===== src/rtl/mmio_uart_tx.sv =====
// Memory-mapped UART transmitter on the dmem device bus.
// CPU stores push bytes into a FIFO; a serializer sends 8-bit frames on txd
// with optional parity and 1 or 2 stop bits. Status, control and a runtime
// baud divider are readable; a level interrupt flags "all sent".
module mmio_uart_tx #(
   parameter logic [31:0] BASE_ADDR  = 32'ha00003f8,
   parameter int          DEPTH_LOG2 = 4,
   parameter logic [15:0] CLK_DIV    = 16'd868,
   parameter int          PARITY     = 0,
   parameter int          STOP_BITS  = 1
) (
   input  logic        clock,
   input  logic        rst,
   input  logic [31:0] addr,
   input  logic [31:0] wdata,
   input  logic        we,
   output logic [31:0] rdata,
   output logic        txd,
   output logic        irq
);

   localparam int DEPTH = 1 << DEPTH_LOG2;
   localparam logic [31:0] STATUS_ADDR = BASE_ADDR + 32'd4;
   localparam logic [31:0] CTRL_ADDR   = BASE_ADDR + 32'd8;
   localparam logic [31:0] DIV_ADDR    = BASE_ADDR + 32'd12;
   localparam logic [DEPTH_LOG2:0] FULL_COUNT = {1'b1, {DEPTH_LOG2{1'b0}}};

   typedef enum logic [2:0] {IDLE, START, DATA, PAR, STOP} state_t;

   // FIFO storage and bookkeeping
   logic [7:0]            mem [DEPTH];
   logic [DEPTH_LOG2-1:0] wr_ptr, rd_ptr;
   logic [DEPTH_LOG2:0]   count;
   logic                  full, empty, push_req, push_ok, drop, pop;
   logic [7:0]            head;

   // Control/status registers
   logic        overflow, enable, irq_en;
   logic [15:0] div_reg;
   logic        sel_data, sel_status, sel_ctrl, sel_div;

   // Serializer state
   state_t      state, state_nx;
   logic [7:0]  shift, shift_nx;
   logic [2:0]  bit_idx, bit_idx_nx;
   logic        stop_idx, stop_idx_nx;
   logic        par_bit, par_bit_nx;
   logic [15:0] bit_div, bit_div_nx;
   logic [15:0] bit_cnt, bit_cnt_nx;
   logic        txd_nx, bit_done, launch;

   logic unused;
   assign unused = ^wdata[31:16];

   assign sel_data   = (addr == BASE_ADDR);
   assign sel_status = (addr == STATUS_ADDR);
   assign sel_ctrl   = (addr == CTRL_ADDR);
   assign sel_div    = (addr == DIV_ADDR);

   assign full     = (count == FULL_COUNT);
   assign empty    = (count == '0);
   assign head     = mem[rd_ptr];
   assign push_req = we && sel_data;
   // A pop in the same cycle frees a slot, so a full FIFO can still accept.
   assign push_ok  = push_req && (!full || pop);
   assign drop     = push_req && !push_ok;
   assign bit_done = (bit_cnt == 16'd0);

   // Next-state logic for the serializer; each bit lasts bit_div cycles
   always_comb begin
      // NOTE: every output gets a default first so no path leaves a latch.
      state_nx    = state;
      shift_nx    = shift;
      bit_idx_nx  = bit_idx;
      stop_idx_nx = stop_idx;
      par_bit_nx  = par_bit;
      bit_div_nx  = bit_div;
      bit_cnt_nx  = bit_cnt;
      txd_nx      = txd;
      launch      = 1'b0;
      if (state != IDLE)
         bit_cnt_nx = bit_done ? bit_div - 16'd1 : bit_cnt - 16'd1;
      case (state)
         IDLE: launch = enable && !empty;
         START: if (bit_done) begin
            state_nx   = DATA;
            bit_idx_nx = 3'd0;
            txd_nx     = shift[0];
         end
         DATA: if (bit_done) begin
            if (bit_idx == 3'd7) begin
               stop_idx_nx = 1'b0;
               if (PARITY != 0) begin
                  state_nx = PAR;
                  txd_nx   = par_bit;
               end else begin
                  state_nx = STOP;
                  txd_nx   = 1'b1;
               end
            end else begin
               bit_idx_nx = bit_idx + 3'd1;
               shift_nx   = shift >> 1;
               txd_nx     = shift[1];
            end
         end
         PAR: if (bit_done) begin
            state_nx = STOP;
            txd_nx   = 1'b1;
         end
         STOP: if (bit_done) begin
            if (STOP_BITS == 2 && !stop_idx) begin
               stop_idx_nx = 1'b1;
            end else if (enable && !empty) begin
               launch = 1'b1;
            end else begin
               state_nx = IDLE;
               txd_nx   = 1'b1;
            end
         end
         default: state_nx = IDLE;
      endcase
      // Starting a frame pops the head byte and freezes the divider for it.
      if (launch) begin
         state_nx   = START;
         shift_nx   = head;
         par_bit_nx = (PARITY == 2) ? ~(^head) : ^head;
         bit_div_nx = div_reg;
         bit_cnt_nx = div_reg - 16'd1;
         txd_nx     = 1'b0;
      end
   end

   assign pop = launch;

   // Serializer registers; reset aborts any frame and idles the line high
   always_ff @(posedge clock) begin
      // NOTE: sequential state uses non-blocking assignments only.
      if (rst) begin
         state    <= IDLE;
         shift    <= 8'd0;
         bit_idx  <= 3'd0;
         stop_idx <= 1'b0;
         par_bit  <= 1'b0;
         bit_div  <= 16'd1;
         bit_cnt  <= 16'd0;
         txd      <= 1'b1;
      end else begin
         state    <= state_nx;
         shift    <= shift_nx;
         bit_idx  <= bit_idx_nx;
         stop_idx <= stop_idx_nx;
         par_bit  <= par_bit_nx;
         bit_div  <= bit_div_nx;
         bit_cnt  <= bit_cnt_nx;
         txd      <= txd_nx;
      end
   end

   // FIFO data array
   always_ff @(posedge clock) begin
      // NOTE: the array is not reset; count and pointers define what is valid.
      if (push_ok) mem[wr_ptr] <= wdata[7:0];
   end

   // FIFO pointers and occupancy
   always_ff @(posedge clock) begin
      if (rst) begin
         wr_ptr <= '0;
         rd_ptr <= '0;
         count  <= '0;
      end else begin
         if (push_ok) wr_ptr <= wr_ptr + 1'b1;
         if (pop)     rd_ptr <= rd_ptr + 1'b1;
         case ({push_ok, pop})
            2'b10:   count <= count + 1'b1;
            2'b01:   count <= count - 1'b1;
            default: count <= count;
         endcase
      end
   end

   // Control registers, divider and sticky overflow
   always_ff @(posedge clock) begin
      if (rst) begin
         enable   <= 1'b1;
         irq_en   <= 1'b0;
         overflow <= 1'b0;
         div_reg  <= CLK_DIV;
      end else begin
         if (we && sel_ctrl) begin
            enable <= wdata[0];
            irq_en <= wdata[2];
         end
         if (we && sel_div)
            div_reg <= (wdata[15:0] == 16'd0) ? 16'd1 : wdata[15:0];
         // A drop in the same cycle as a clear wins: the flag ends set.
         if (drop)
            overflow <= 1'b1;
         else if (we && sel_ctrl && wdata[1])
            overflow <= 1'b0;
      end
   end

   // Transmit-done interrupt, one cycle behind its inputs
   always_ff @(posedge clock) begin
      if (rst) irq <= 1'b0;
      else     irq <= irq_en && empty && (state == IDLE);
   end

   // Combinational register read mux
   always_comb begin
      rdata = 32'd0;
      if (sel_status) begin
         rdata[0] = full;
         rdata[1] = empty;
         rdata[2] = (state != IDLE);
         rdata[3] = overflow;
         rdata[DEPTH_LOG2+8:8] = count;
      end else if (sel_ctrl) begin
         rdata = {29'd0, irq_en, 1'b0, enable};
      end else if (sel_div) begin
         rdata = {16'd0, div_reg};
      end
   end

endmodule


===== config.mk =====
export PLATFORM = sky130hd
export DESIGN_NAME = mmio_uart_tx
export DESIGN_NICKNAME = d
export VERILOG_FILES = /design/src/rtl/mmio_uart_tx.sv
export SDC_FILE = /design/constraint.sdc
export NUM_CORES = 1
export LEC_CHECK = 0
export ABC_CLOCK_PERIOD_IN_PS = 7850
export CORE_ASPECT_RATIO = 2
export CORE_MARGIN = 8
export CORE_UTILIZATION = 40
export DETAILED_ROUTE_END_ITERATION = 16
export SYNTH_ARGS = -nofsm -noshare
export SYNTH_HDL_FRONTEND = slang
export SYNTH_SLANG_ARGS = --single-unit
export TNS_END_PERCENT = 30

===== constraint.sdc =====
create_clock -name clock -period 7.85 [get_ports clock]
set_clock_uncertainty 0.1 [all_clocks]
set_input_delay 1.1775 -clock clock [delete_from_list [all_inputs] [get_ports clock]]
set_output_delay 1.1775 -clock clock [all_outputs]
set_load 0.05 [all_outputs]

# == Word level (Yosys, flattened, before mapping) ==
# Memory sizes are Yosys's and may differ from the RTL's. A register that Yosys moved wholly into a read port is not among the register bits.
# Index checks and enable logic that the tools add are counted.
# Widths: inputs -> output; s select.
# totals
ff_bits,80
ram_bits,128
in_bits,67
elab_cells,127
mem_count,1
# memory_table
name,words,word_bits,read_ports,rd_clocked_by_memory_dff,write_ports,line,text
mem,16,8,1,1,1,31,logic [7:0] mem [DEPTH];
# op_classes
addsub,8
n_eq_ne,27
n_mux,44
n_bitwise,1
n_reduce_logical,31
# ops
cell,count
$eq 32x32->1 const B,4
$mux 16,5
$sub 16x1->16 const B,3
$logic_not 16->1,2
$mux 32,1
$mux 8,4
$mux 3,9
$mux 19,1
$ne 2x2->1 const B,9
$ne 3x3->1 const B,6
$mux 4,4
$pmux 3 s5,1
$mux 1,14
$reduce_and 7->1,2
$reduce_bool 2->1,6
$pmux 5 s2,1
$logic_and 1x1->1,9
$add 4x1->4 const B,2
$eq 3x2->1 const B,2
$eq 3x3->1 const B,2
$pmux 3 s2,1
$reduce_and 6->1,1
$add 5x1->5 const B,1
$eq 5x5->1 const B,1
18 further kinds,20

# == Depth between registers and ports, before layout ==
# Gate-level depths: netlist of run 1.
# logic_depth
ltp_word,11
ltp_mapped,15
mapped_depth_nobuf,13

# == Least setup slack after synthesis of run 1 ==
# OpenSTA, ideal clock, no wires.
# synth_timing
path_type,in2out
from,input port addr[12]
to,output port rdata[10]
t_arrival_ns,2.671
t_required_ns,6.573
slack_ns,3.901
path_stages,6
n_path_buf,1
path_cell_list,nor4_1 > nand2_1 > nor3_1 > and3_1 > clkbuf_1 > a22o_1
# synth_between
elab_chain_len,4
elab_cells_between_ends,6
# synth_rtl
item,line,text
"start, declared",14,"input logic [31:0] addr,"
$eq 32x32->1,58,assign sel_div = (addr == DIV_ADDR);
$mux 16,221,end else if (sel_div) begin
$mux 32,219,end else if (sel_ctrl) begin
$mux 5 (*),213,if (sel_status) begin
"end, declared",17,"output logic [31:0] rdata,"
# Mark *: on every way between the ends. The rest lies on a longest branch, timed or not.

# == Final worst setup path of run 1 ==
# layout_timing
from,input port addr[12]
to,output port rdata[0]
# layout_between
elab_chain_len,4
elab_cells_between_ends,6
# layout_rtl
item,line
$eq 32x32->1,58
$mux 16,221
$mux 32,219
$mux 4 (*),213
# Marks and branches as above.

==> flow_summary.yaml, run 1 <==
yosys:
  syn_inst: 724
  synth_seq_area_share_pct: 59.1
  synth_top_area_cell: "edfxtp_1"
  syn_area_um2: 9350
  synth_cell_types: 66
  synth_adder_area_share_pct: 1.69
  synthTopCellsByArea: "edfxtp_1 41%, dfxtp_1 18%, mux4_2 9.6%, nor2_1 2.8%, nand2_1 2.5%"
  ys_ff_latch: 212
  synthMuxAreaShare_pct: 11.9
  ys_warn_count: 0
  yosys-top-cells-count: "128 x edfxtp_1, 84 x dfxtp_1, 69 x nor2_1"
  synth_edf_count: 128
  synth_top_family_by_area: "simple AND/OR/NAND/NOR gates"
  synth_xor_xnor_area_share_pct: 1.50
  synthSimpleGateAreaFrac_pct: 12.6
  synth_top_area_share_pct: 41.1
  synthFlopType: "edfxtp_1"
  synth_compound_area_share_pct: 9.57
  synth.most_common_cell: "edfxtp_1"
  syn_area_per_cell_um2: 12.9
  async_flop_share_pct: 0
placement:
  hpwl_um: 17300
  placed_area_um2: 10200
  port_buffers: 68
  globalplace.congestion: 0.928
cts:
  clk_pin_slew_ns: 0.06
  cts_sinks: 212
  post-cts-setup-buffers: 0
  cts_buffers: 20
  clockBufferDepth: 3
  cts_hold_buffers: 0
  cts-resized-gates: 0
  cts.htree.levels: 1
  clk_latency_ns: 0.50
  clock_tree.root_cell: "clkbuf_16"
  cts_tree: "built"
critical_path:
  critPathCaptureType: "output pin"
  critPathMostFrequentCell: "clkdlybuf4s50_1"
  arrival_ns: 3.89
  crit_required_ns: 6.57
  cp_num_buf_inv: 3
  path_max_fanout: 9
  crit_slowest_cell: "clkdlybuf4s50_1"
  crit_family: "buffers and inverters"
  cp_slowest_stage_delay_ns: 0.81
  start_kind: "input pin"
  crit_chain: "clkdlybuf4s50_1, nor4_1, nand2_1, nor3_1, and3_1, a222oi_1, inv_1, clkdlybuf4s50_1"
  critPathKind: "in2out"
floorplanning:
  dieArea_um2: 28800
  die_width_um: 124
  initial_core_util_pct: 40.4
  core.rowCount: 79
  io_pins: 101
  core_um2: 23100
  die_h_um: 232
timing:
  relSlewSlack_pct: 28.8
  holdWs_ns: 0.358
  fin_tns_setup_ns: 0
  worstMarginPinSlew_ns: 1.07
  slew_violations: 0
  rsz0062_at_grt: "no"
  min_period_ns: 5.17
  period_share_pct: 65.8
  fmax_mhz: 193
  setup_viol: 0
  final_hold_viol_count: 0
route:
  drt_pass1_iterations: 5
  routedWlPerCell_um: 22.3
  route.detailed.drc: 0
  routed_wl_um: 24100
  num_vias: 6245
  drt-initial-drc-count: 371
  final_antenna_net_count: 0
  vias_per_cell: 5.79
power_and_ir_drop:
  powerDensity_nw_per_um2: 207
  ir_drop_v: 0.000225
  leakagePower_nw: 3.67
  power_w: 0.00227
global_routing:
  grt_pass1_wl_um: 36800
  antenna_found_initial: 0
  grt_max_degree: 84
  grtUsageTotal_pct: 16.9
  overflow: 0
  first_global_vias: 6601
final_layout:
  drive_gt1_share_pct: 12.5
  nets: 863
  final_core_util_pct: 47.3
  regMostFlops: "mem"
  n_antenna_cell: 0
  n_fill_cell: 2038
  largest_register_ffs: 128
  finish.instance_area_um2: 10900
  area_delta_synth_final_pct: 16.9
job:
  max_cap_violations: 0
status:
  outcome: "finished, final reports clean"
min_path:
  hold_class: "reg2reg"
[per-layer routing]
layer | wire, µm | global-route usage [%]
met5 | 0 | 0
met1 | 7760 | 15.3
met4 | 1120 | 9.17
met3 | 919 | 2.02
met2 | 14300 | 33.9
[placed cells by master, fill, tap and decap left out, types with 8 or more instances in the layout]
| cell | count |
|---|---|
| nor4_1 | 14 |
| clkbuf_16 | 21 |
| nand3_1 | 8 |
| mux4_2 | 40 |
| nor3b_1 | 8 |
| a211oi_1 | 13 |
| conb_1 | 16 |
| dfxtp_1 | 82 |
| xor2_1 | 8 |
| a21oi_1 | 37 |
| xnor2_1 | 8 |
| ha_1 | 11 |
| edfxtp_1 | 128 |
| inv_1 | 12 |
| and2_1 | 10 |
| nor3_1 | 9 |
| clkdlybuf4s50_1 | 67 |
| mux2i_1 | 21 |
| nor2_1 | 69 |
| buf_4 | 13 |
| nand2_1 | 63 |
[where the power goes]
part           internal, W   switching, W
sequential         0.00118  0.00000000403
combinational    0.0000246      0.0000420
clock             0.000616       0.000407
total              0.00182       0.000449
[area by class of cell]
type | count | area [µm²] | area share (%)
timing repair buffer | 81 | 773 | 7.07
tap | 283 | 354 | 3.24
sequential | 212 | 5530 | 50.6
multi-input combinational | 457 | 3550 | 32.5
inverter | 12 | 45.0 | 0.412
clock inverter | 10 | 149 | 1.36
clock buffer | 23 | 533 | 4.88
[worst min-delay path, delay by kind of cell, from the launching register on]
kind | cells | cell delay (ns)
compound gates | 1 | 0.05
simple gates | 1 | 0.05
flops | 1 | 0.31
[logic make-up (layout without fill, tap and decap cells)]
kind of cell / count (synthesis) / count (layout)
fa+ha+maj: 12 / 12
compound gates: 122 / 122
simple gates: 230 / 230
flops: 212 / 212
mux: 61 / 61
buf+inv: 70 / 126
other cells: 1 / 16
xor+xnor: 16 / 16
[metrics by stage]
stage,setup slack (ns),std cells
after floorplan,3.90,739
after global placement,2.70,1045
final,2.68,1078
after detailed placement,2.64,1045
after CTS,2.64,1078
after global routing,2.53,1078
[final timing paths]
| path | from | endpoint | slack [ns] | cells past startpoint |
|---|---|---|---|---|
| worst max register to register | bit_cnt[2] | bit_cnt[10] | 3.76 | 11 |
| worst min register to register | bit_div[14] | bit_div[14] | 0.36 | 2 |
| worst max-delay path | addr[12] | rdata[0] | 2.68 | 8 |
| worst min-delay path | bit_div[14] | bit_div[14] | 0.36 | 2 |
(Power assumes the default switching activity.)
==> inputs of run 2 (changes only) <==
--- a/config.mk
+++ b/config.mk
@@ -5,7 +5,7 @@
 export SDC_FILE = /design/constraint.sdc
 export NUM_CORES = 1
 export LEC_CHECK = 0
-export ABC_CLOCK_PERIOD_IN_PS = 7850
+export ABC_CLOCK_PERIOD_IN_PS = 4700
 export CORE_ASPECT_RATIO = 2
 export CORE_MARGIN = 8
 export CORE_UTILIZATION = 40
==> constraint.sdc (replaced) <==
create_clock -name clock -period 4.7 [get_ports clock]
set_clock_uncertainty 0.1 [all_clocks]
set_input_delay 0.705 -clock clock [delete_from_list [all_inputs] [get_ports clock]]
set_output_delay 0.705 -clock clock [all_outputs]
set_load 0.05 [all_outputs]
==> run 2 against run 1 <==
Sequential share of layout area decreased by 1.1 points. Hold slack improved by 0.0024 ns. Global-route usage increased by 0.45 points. First-iteration DRC count increased by 14%. Sequential power increased by 67%. Clock power increased by 56%. Cell area increased by 2.1%. Non-clock buffer count increased by 17. Routed wire length increased by 1.8%. Die area unchanged. Combinational power increased by 70%. Via count decreased by 0.96%. Largest power group unchanged. Highest routed layer unchanged.
==> flow_summary.yaml, run 2 (synthesis results as in run 1) <==
timing:
  final_hold_viol_count: 0
  slew_violations: 0
  worstMarginPinSlew_ns: 1.08
  rsz0062_at_grt: "no"
  fin_tns_setup_ns: 0
  fmax_mhz: 262
  holdWs_ns: 0.361
  period_share_pct: 81.2
  relSlewSlack_pct: 27.9
  setup_viol: 0
  min_period_ns: 3.82
  setup_ws_ns: 0.885
critical_path:
  reg2reg_depth: 10
  critPathCaptureType: "register"
  path_max_fanout: 16
  cp_slowest_stage_delay_ns: 0.52
  critPathKind: "reg2reg"
  crit_slowest_cell: "o21a_1"
  crit_required_ns: 4.98
  start_kind: "register"
  crit_chain: "nor3b_2, o21a_1, nor2_2, a221oi_1, ha_1, inv_1, nor3_4, nand2b_4, or4_1, o311ai_1"
  arrival_ns: 4.10
cts:
  cts_sinks: 212
  clk_pin_slew_ns: 0.07
  cts_hold_buffers: 0
  cts.htree.levels: 1
  clockBufferDepth: 3
  post-cts-setup-buffers: 0
  cts_tree: "built"
  clk_latency_ns: 0.50
  cts-resized-gates: 0
  cts_buffers: 19
  clock_tree.root_cell: "clkbuf_16"
power_and_ir_drop:
  powerDensity_nw_per_um2: 329
  ir_drop_v: 0.000326
  leakagePower_nw: 3.79
route:
  num_vias: 6185
  top_layer_used: "met4"
  route.detailed.drc: 0
  met1Wirelength_um: 7680
  wl_met3_um: 941
  vias_per_cell: 5.64
  routedWlPerCell_um: 22.4
  drt_pass1_iterations: 4
  final_antenna_net_count: 0
  drt-initial-drc-count: 423
  met2_length_um: 14700
  routed_wl_um: 24500
final_layout:
  drive_gt1_share_pct: 16.0
  n_antenna_cell: 0
  nets: 879
  regMostFlops: "mem"
  largest_register_ffs: 128
  final_common_cell: "edfxtp_1"
  final_core_util_pct: 48.3
  final_cell_mix: "128 x edfxtp_1, 83 x dfxtp_1, 69 x nor2_1"
  area_delta_synth_final_pct: 19.4
floorplanning:
  io_pins: 101
  initial_core_util_pct: 40.4
  dieArea_um2: 28800
  die_h_um: 232
  die_width_um: 124
  core_um2: 23100
  core.rowCount: 79
placement:
  globalplace.congestion: 0.940
  hpwl_um: 18200
  port_buffers: 68
  dp_slack_ns: 0.904
global_routing:
  antenna_found_initial: 0
  first_global_vias: 6718
  grt_max_degree: 46
  overflow: 0
  grt_pass1_wl_um: 37800
  grtUsageTotal_pct: 17.4
status:
  outcome: "finished, final reports clean"
min_path:
  hold_depth: 2
  hold_class: "reg2reg"
job:
  max_cap_violations: 0
## run 2: cell count changes in the layout (fill, tap and decap cells not counted), sizes merged
cell	previous run	this run
inv	12	13
clkbuf	23	25
bufinv	4	3
buf	14	47
clkdlybuf4s50	67	51
clkinvlp	0	3
clkinv	6	2
## run 2: where the power goes
part | internal (W) | total (W) | switching, W
sequential | 0.00197 | 0.00197 | 0.00000000756
clock | 0.000919 | 0.00159 | 0.000673
combinational | 0.0000416 | 0.000113 | 0.0000716
## run 2: worst max-delay path: cells and delay by family (launching register included)
family,cells,cell delay [ns]
buffers and inverters,1,0.10
AND/OR/NAND/NOR,5,1.61
adder cells (fa/ha/maj),1,0.32
flip-flops,1,0.42
AO/OA/AOI/OAI,3,1.13
## run 2: metrics by stage
stage	instance area [µm²]	instances	total power, W
global route	11200	1096	0.00378
finish	11200	1096	0.00367
global placement	10500	1062	0.00212
CTS	11200	1096	0.00371
floorplan	9410	739	0.00206
detailed placement	10500	1062	0.00212
## run 2: area by class of cell
type | count | area, µm²
multi-input cells | 457 | 3550
flip-flops and latches | 212 | 5530
inverters | 12 | 45.0
clock buffers | 25 | 498
fillers | 2079 | 12000
repair buffers | 98 | 1060
clock inverters | 9 | 129
well taps | 283 | 354
## run 2: routing by layer
layer  global-route usage (%)  vias up
met5                        0        -
met4                     10.6        0
met3                     1.85       63
met2                     34.8      166
met1                     15.4     3080
li1                         -     2876
## run 2: path summary, 6_finish.rpt
kind               startpoint          end  slack (ns)
setup / recovery     state[1]  bit_cnt[10]        0.88
hold / removal    bit_div[11]  bit_div[11]        0.36
setup reg to reg     state[1]  bit_cnt[10]        0.88
hold reg to reg   bit_div[11]  bit_div[11]        0.36
